## src/rtl/lbp_param.sv

```systemverilog
// rtl/lbp_param.sv - 3x3 local binary pattern engine over a gray frame in memory; define LBP_UNIFORM_EN for riu2 codes
module lbp_param #(
   parameter int IMG_W = 128,
   parameter int IMG_H = 128,
   parameter int AW    = 14,
   parameter int DW    = 8
) (
   input  logic          clk,
   input  logic          reset,
   input  logic          start,
   input  logic          cmp_gt,
   output logic          gray_req,
   input  logic          gray_ready,
   output logic [AW-1:0] gray_addr,
   input  logic [DW-1:0] gray_data,
   output logic          lbp_valid,
   output logic [AW-1:0] lbp_addr,
   output logic [7:0]    lbp_data,
   output logic          finish
);

   typedef enum logic [2:0] {
      S_IDLE  = 3'd0,
      S_FILL  = 3'd1,
      S_SHIFT = 3'd2,
      S_CALC  = 3'd3,
      S_WRITE = 3'd4,
      S_DONE  = 3'd5
   } state_t;

   state_t        state_q, state_d;
   logic [10:0]   row_q, col_q;
   logic [10:0]   rd_row, rd_col;
   logic [1:0]    rd_r_q, rd_c_q;
   logic          issued_q, pend_q, cmp_gt_q;
   logic [3:0]    pend_slot_q, rd_slot;
   // Window slots are column-major: slot = col*3 + row (0..2 left, 3..5 centre, 6..8 right)
   logic [DW-1:0] win_q [9];
   logic [AW-1:0] lbp_addr_q, pix_addr;
   logic [7:0]    lbp_data_q, pattern, code;
   logic          accept, last_col, last_row, frame_go;

   function automatic logic nb_cmp(input logic [DW-1:0] n, input logic [DW-1:0] c, input logic gt);
      return gt ? (n > c) : (n >= c);
   endfunction

   assign frame_go  = start && ((state_q == S_IDLE) || (state_q == S_DONE));
   assign last_col  = (col_q == 11'(IMG_W - 2));
   assign last_row  = (row_q == 11'(IMG_H - 2));
   assign gray_req  = ((state_q == S_FILL) || (state_q == S_SHIFT)) && !issued_q;
   assign accept    = gray_req && gray_ready;
   assign rd_row    = row_q - 11'd1 + {9'd0, rd_r_q};
   assign rd_col    = col_q - 11'd1 + {9'd0, rd_c_q};
   assign rd_slot   = 4'(rd_c_q) * 4'd3 + 4'(rd_r_q);
   assign gray_addr = gray_req ? (AW'(rd_row) * AW'(IMG_W) + AW'(rd_col)) : '0;
   assign pix_addr  = AW'(row_q) * AW'(IMG_W) + AW'(col_q);
   assign lbp_valid = (state_q == S_WRITE);
   assign lbp_addr  = lbp_addr_q;
   assign lbp_data  = lbp_data_q;
   assign finish    = (state_q == S_DONE);

   // State register
   always_ff @(posedge clk or negedge reset) begin
      if (!reset) state_q <= S_IDLE;
      else        state_q <= state_d;
   end

   // Next-state: reads finish when the last accepted datum lands, then CALC and WRITE
   always_comb begin
      state_d = state_q;
      case (state_q)
         S_IDLE:           if (start) state_d = S_FILL;
         S_FILL, S_SHIFT:  if (issued_q && pend_q) state_d = S_CALC;
         S_CALC:           state_d = S_WRITE;
         S_WRITE: begin
            if (last_col && last_row) state_d = S_DONE;
            else if (last_col)        state_d = S_FILL;
            else                      state_d = S_SHIFT;
         end
         S_DONE:           if (start) state_d = S_FILL;
         default:          state_d = S_IDLE;
      endcase
   end

   // Read sequencing, window capture/shift, pixel position and result registers
   always_ff @(posedge clk or negedge reset) begin
      if (!reset) begin
         row_q       <= '0;
         col_q       <= '0;
         rd_r_q      <= '0;
         rd_c_q      <= '0;
         issued_q    <= 1'b0;
         pend_q      <= 1'b0;
         pend_slot_q <= '0;
         cmp_gt_q    <= 1'b0;
         lbp_addr_q  <= '0;
         lbp_data_q  <= '0;
         for (int i = 0; i < 9; i++) win_q[i] <= '0;
      end else begin
         pend_q <= accept;
         if (accept) begin
            pend_slot_q <= rd_slot;
            if (rd_r_q == 2'd2) begin
               rd_r_q <= 2'd0;
               rd_c_q <= rd_c_q + 2'd1;
               if (rd_c_q == 2'd2) issued_q <= 1'b1;
            end else begin
               rd_r_q <= rd_r_q + 2'd1;
            end
         end
         if (pend_q) win_q[pend_slot_q] <= gray_data;
         if (frame_go) begin
            row_q    <= 11'd1;
            col_q    <= 11'd1;
            cmp_gt_q <= cmp_gt;
            rd_r_q   <= 2'd0;
            rd_c_q   <= 2'd0;
            issued_q <= 1'b0;
         end
         if (state_q == S_CALC) begin
            lbp_data_q <= code;
            lbp_addr_q <= pix_addr;
         end
         if (state_q == S_WRITE) begin
            rd_r_q   <= 2'd0;
            issued_q <= 1'b0;
            if (last_col) begin
               row_q  <= row_q + 11'd1;
               col_q  <= 11'd1;
               rd_c_q <= 2'd0;
            end else begin
               // Keep the two right columns, only the new right column is fetched
               col_q  <= col_q + 11'd1;
               rd_c_q <= 2'd2;
               for (int i = 0; i < 6; i++) win_q[i] <= win_q[i+3];
            end
         end
      end
   end

   // Neighbour comparison against the centre (slot 4)
   always_comb begin
      pattern    = '0;
      pattern[0] = nb_cmp(win_q[0], win_q[4], cmp_gt_q);
      pattern[1] = nb_cmp(win_q[3], win_q[4], cmp_gt_q);
      pattern[2] = nb_cmp(win_q[6], win_q[4], cmp_gt_q);
      pattern[3] = nb_cmp(win_q[1], win_q[4], cmp_gt_q);
      pattern[4] = nb_cmp(win_q[7], win_q[4], cmp_gt_q);
      pattern[5] = nb_cmp(win_q[2], win_q[4], cmp_gt_q);
      pattern[6] = nb_cmp(win_q[5], win_q[4], cmp_gt_q);
      pattern[7] = nb_cmp(win_q[8], win_q[4], cmp_gt_q);
   end

`ifdef LBP_UNIFORM_EN
   logic [7:0] ring;
   logic [3:0] trans, ones;

   // riu2: walk the ring in circular neighbour order, count 0/1 transitions
   always_comb begin
      ring  = {pattern[3], pattern[5], pattern[6], pattern[7],
               pattern[4], pattern[2], pattern[1], pattern[0]};
      trans = '0;
      ones  = '0;
      for (int i = 0; i < 8; i++) begin
         trans = trans + 4'(ring[i] ^ ring[(i + 1) % 8]);
         ones  = ones + 4'(pattern[i]);
      end
      code = (trans <= 4'd2) ? {4'd0, ones} : 8'd9;
   end
`else
   assign code = pattern;
`endif

endmodule
```

## config.mk

```make
export PLATFORM = sky130hd
export DESIGN_NAME = lbp_param
export DESIGN_NICKNAME = d
export VERILOG_FILES = /design/src/rtl/lbp_param.sv
export SDC_FILE = /design/constraint.sdc
export NUM_CORES = 1
export LEC_CHECK = 0
export ABC_CLOCK_PERIOD_IN_PS = 5900
export CAP_MARGIN = 10
export CORE_UTILIZATION = 60
export CTS_CLUSTER_DIAMETER = 150
export CTS_CLUSTER_SIZE = 16
export DETAILED_ROUTE_END_ITERATION = 16
export GPL_TIMING_DRIVEN = 0
export PLACE_DENSITY = 0.78
export SLEW_MARGIN = 20
export SYNTH_ARGS = -nofsm -noshare
export SYNTH_HDL_FRONTEND = slang
export SYNTH_SLANG_ARGS = --single-unit
```

## constraint.sdc

```tcl
create_clock -name clk -period 5.9 [get_ports clk]
set_input_delay 1.18 -clock clk [delete_from_list [all_inputs] [get_ports clk]]
set_output_delay 1.18 -clock clk [all_outputs]
set_load 0.01 [all_outputs]
```

# Word level (Yosys, flattened, before mapping)
# Cells that the tools add are included.
dict set report totals {
  ff_bits 130
}
dict set report op_classes {
  bitwise 1
  multipliers 1
  eq_ne 11
  muxes 40
  n_addsub 11
  reduce_logical 19
  n_lt_le_gt_ge 18
}
# operator n
set ops {}
lappend ops {{48-bit two-way mux} 2}
lappend ops {{72-bit bitwise mux} 1}
lappend ops {{72-bit two-way mux} 1}
lappend ops {{11-bit two-way mux} 6}
lappend ops {{8-bit >= comparator} 8}
lappend ops {{8-bit > comparator} 8}
lappend ops {{8-bit demux with 4-bit select} 1}
lappend ops {{14-bit by 11-bit adder with 14-bit output} 2}
lappend ops {{11-bit by 1-bit adder with 11-bit output, second input constant} 2}
lappend ops {{11-bit by 7-bit equality test with 1-bit output, second input constant} 2}
lappend ops {{2-bit two-way mux} 10}
lappend ops {{14-bit two-way mux} 1}
lappend ops {{1-bit two-way mux} 13}
lappend ops {{3-bit case mux with 4 select lines} 1}
lappend ops {{11-bit by 2-bit adder with 11-bit output} 1}
lappend ops {{11-bit by 1-bit subtractor with 11-bit output, second input constant} 1}
lappend ops {{3-bit two-way mux} 3}
lappend ops {{3-bit nonzero test} 3}
lappend ops {{8-bit two-way mux} 1}
lappend ops {{7-bit by 2-bit adder with 7-bit output} 1}
lappend ops {{7-bit by 1-bit subtractor with 7-bit output, second input constant} 1}
lappend ops {{3-bit by 2-bit equality test with 1-bit output, second input constant} 2}
lappend ops {{3-bit equality test, second input constant} 2}
lappend ops {{1-bit logical AND} 6}
lappend ops {{17 further kinds} 22}

# Longest topological paths before layout
# Gate-level depths: netlist (run 1).
dict set report logic_depth {
  depth_word 9
  ltp_mapped 16
  ltp_nobuf 16
}

# Worst setup path before layout (run 1)
# OpenSTA, ideal clock, no wires.
dict set report synth_path {
  kind {flip-flop to output port}
  from {register rd_c_q[1]}
  to {output port gray_addr[12]}
  stages_incl_launch_ff 16
  path_buffers 0
  slack_ps 1404
  required_time_ps 4720
  t_arrival_ps 3316
  cell_sequence {dfrtp_1 -> inv_1 -> ha_1 -> inv_1 -> ha_1 -> fa_1 -> a21oi_1 -> nor2b_1 -> o31a_1 -> o41a_1 -> xnor2_1 -> ha_1 -> a21oi_1 -> nor2_1 -> o21ai_0 -> mux2i_1}
}
dict set report synth_between {
  elab_chain_len 3
}
# element line
set synth_rtl {}
lappend synth_rtl {{start: declaration} 34} ;# logic [1:0] rd_r_q, rd_c_q;
lappend synth_rtl {{start signal: assignment} 105} ;# rd_c_q <= rd_c_q + 2'd1;
lappend synth_rtl {{11-bit by 2-bit adder with 11-bit output} 53} ;# assign rd_col = col_q - 11'd1 + {9'd0, rd_c_q};
lappend synth_rtl {{14-bit by 11-bit adder with 14-bit output} 55} ;# assign gray_addr = gray_req ? (AW'(rd_row) * AW'(IMG_W) + AW'(rd_col)) : '0;
lappend synth_rtl {{14-bit two-way mux} 55}
lappend synth_rtl {{end: declaration} 14} ;# output logic [AW-1:0] gray_addr,
# No other way between the ends.

# Worst setup path in the final report (run 1)
dict set report layout_path {
  from {register rd_c_q[1]}
  to {output port gray_addr[13]}
}
# The elaborated chain is that of the path after synthesis.

==> results of run 1 <==
critical path, delay by kind of cell (launching register included):
family,cells,cell delay [ns]
adder cells (fa/ha/maj),5,1.58
flip-flops,1,0.39
buffers and inverters,3,0.67
XOR/XNOR,1,0.10
AO/OA/AOI/OAI,5,1.07
AND/OR/NAND/NOR,3,0.26
final cells by class:
cell class | count | share of cell area (%)
multi-input cells | 655 | 50.3
inverters | 59 | 2.26
flip-flops and latches | 130 | 33.2
plain buffers | 38 | 1.71
clock inverters | 6 | 0.306
repair buffers | 46 | 4.87
well taps | 180 | 2.30
clock buffers | 25 | 5.05
repair_timing:
| item | in CTS | in global routing |
|---|---|---|
| gates resized for setup | 0 | 6 |
| setup buffers | 0 | 2 |
| setup endpoints to repair | 0 | 2 |
report_power, final:
part | switching, mW | internal [mW]
clock network | 0.381 | 0.574
logic | 2.10 | 2.03
registers | 0.357 | 1.28
total | 2.84 | 3.88
kinds of logic after synthesis:
group | Yosys count
muxes | 75
DFF | 130
AOI/OAI and AO/OA | 193
buffers and inverters | 97
adders and majority gates | 116
xor gates and xnor gates | 32
and+or+nand+nor | 239
worst max path at each step:
stage | slack (ns) | startpoint | cells after the start | end
6_report | 0.24 | rd_c_q[1] | 17 | gray_addr[13]
5_1_grt | 0.001 | rd_c_q[1] | 17 | gray_addr[13]
4_1_cts | 0.09 | rd_c_q[1] | 16 | gray_addr[12]
3_5_place_dp | 0.57 | rd_c_q[1] | 16 | gray_addr[12]
3_3_place_gp | -1.63 | reset | 1 | asynchronous set/reset pin
2_1_floorplan | 1.40 | rd_c_q[1] | 15 | gray_addr[12]
cell usage in the layout (no fill, tap or decap), types with 13 or more instances in the layout:
cell type,netlist,routed
dfrtp_1,130,130
ha_1,109,109
nor2_1,98,98
a21oi_1,75,73
inv_1,58,58
mux2i_1,51,51
nand2_1,48,48
clkdlybuf4s50_1,0,42
o21ai_0,34,33
a21o_1,28,28
mux2_2,24,24
xnor2_1,23,21
nand3_1,21,21
clkbuf_16,0,17
clkbuf_1,11,15
nor3_1,15,15
buf_2,13,13
a211oi_1,13,13
metal layers:
| metal | vias up | wire length (um) | GRT usage, % |
|---|---|---|---|
| li1 | 3257 | - | - |
| met1 | 3265 | 9690 | 42.8 |
| met2 | 165 | 9630 | 46.6 |
| met3 | 32 | 1080 | 4.84 |
| met4 | 0 | 380 | 9.88 |
| met5 | - | 0 | 0 |
==> reports/results.txt, run 1 <==
Async SR Flop Fraction: 100%
Worst Path Arrival: 4.48 ns
CTS Root Cell: clkbuf_16
count leader, synth: dfrtp_1
First-pass DRT Iterations: 6
Seq/Total Area, Yosys: 38.0%
Min Hold Slack: 0.474 ns
Fill cells: 1084
Adder-Cell Fraction of Synth Area: 17.5%
CP endpoint kind: output pin
Mapped Cells: 882
main combinational cell family by area after synthesis: adder cells
post-DR vias/cell: 5.90
power per cell area: 686 mW/mm^2
Commonest cells post-synth: 130 x dfrtp_1, 109 x ha_1, 98 x nor2_1
cells on worst reg2reg path: 8
Final Setup Violations: 0
Syn Area/Cell: 9.70 um^2
DR WL/cell: 18.2 um
multi-input combinational cell area: 0.00494 mm^2
Max Slew Vio Count: 0
Die X: 121 um
# IOs: 52
core area: 0.0139 mm^2
RD Place Congestion: 0.862
Netlist Area Pre-Place: 0.00855 mm^2
total power: 6.72 mW
CP Launch Type: register
Register Area: 0.00325 mm^2
Clk Latency, worst-skew pair: 0.43 ns
Post-CTS Hold Fix Bufs: 0
antenna-violating nets left: 0
area of placed instances: 0.00924 mm^2
post-synthesis xor/xnor area fraction: 3.36%
f_max: 177 MHz
critical path, cell by cell: inv_1 > ha_1 > inv_1 > ha_1 > fa_1 > a21oi_1 > nor2b_1 > o31a_1 > nor2_1 > xnor2_1 > ha_1 > fa_1 > a21oi_2 > o21bai_1 > a32o_1 > nand2_1 > clkdlybuf4s50_1
diodes inserted: 0
Worst Hold Depth: 2
placed insts: 1106
Tmin final: 5.66 ns
Simple-Gate Fraction of Synth Area: 13.5%
DP Worst Slack: 0.566 ns
Mapped Nets: 1010
Initial Utilization: 61.6%
compound-gate portion of the synthesized area: 14.0%
layout cells sized above 1: 9.28%
flops & latches, synth: 130
hold path startpoint: lbp_addr[3]
max cap viols: 0
Pleak: 4.86 nW
Worst Tran Pin Value: 0.812 ns
DRT iter0 DRCs: 516
post-route cell area: 0.00981 mm^2
FF-to-FF setup slack: 3.56 ns
CTS Sinks: 130
Non-Filler Instances: 1139
worst min path class: reg -> reg
CP max FO: 3
largest net degree at the start of global routing: 92
deepest level of the CTS H-tree: 4
Largest stage delay, worst path: 0.53 ns
Chip Height: 121 um
Worst Skew: 0.0122 ns
Synthesis Warnings: 0
Reg2Reg Launch Point: col_q[7]
distinct cell type count after synthesis: 61
Die ar.: 0.0147 mm^2
global route overflow: 0
CTS buffer count: 17
port buffer count: 43
slowest CP cell: clkdlybuf4s50_1
ys flop type: dfrtp_1
synth top area cells: dfrtp_1 38%, ha_1 16%, mux2i_1 6.0%, a21oi_1 4.4%, nor2_1 4.3%
Worst path most repeated cell: ha_1
final hold vios: 0
DR vias: 6719
initial antenna violation count: 0
Clock Pin Slew Worst Setup and Hold Paths: 0.06 ns
Layout Utilization: 70.7%
Slew Limit Headroom: 45.9%
hpwl dp: 14.7 mm
RSZ-0062 raised after global routing: no
area leader, netlist: dfrtp_1
fin nets: 1075
top-area cell type share of the netlist area: 38.0%
CTS tree: done
vias in the first global route: 6501
Worst Hold Path EP: lbp_addr[3]
DRC viols: 0
period utilisation layout: 95.9%
final wirelength: 20.8 mm
Post-synth EDFFs: 0
outcome: finished clean
Layout area overhead: 14.6%
critical path type: reg -> out
mux contribution to synthesized area: 9.13%
overall routing resource usage: 30.1%
Crit Reg-Reg Endpoint: win_q[65]
final worst slack: 0.239 ns
Max VDD drop: 1.20 mV
TNS Setup: 0 ns
buffers from clock root to sink, at most: 2
first-pass GRT wire length: 33.6 mm
Worst Path Required: 4.72 ns
FP Rows: 43
(Power assumes the default switching activity.)
==> run 2, diff against run 1 <==
Settings changed: ABC_CLOCK_PERIOD_IN_PS 5900 to default.
==> results of run 2 <==
The final DEF is identical to that of run 1; final timing and power are the same.
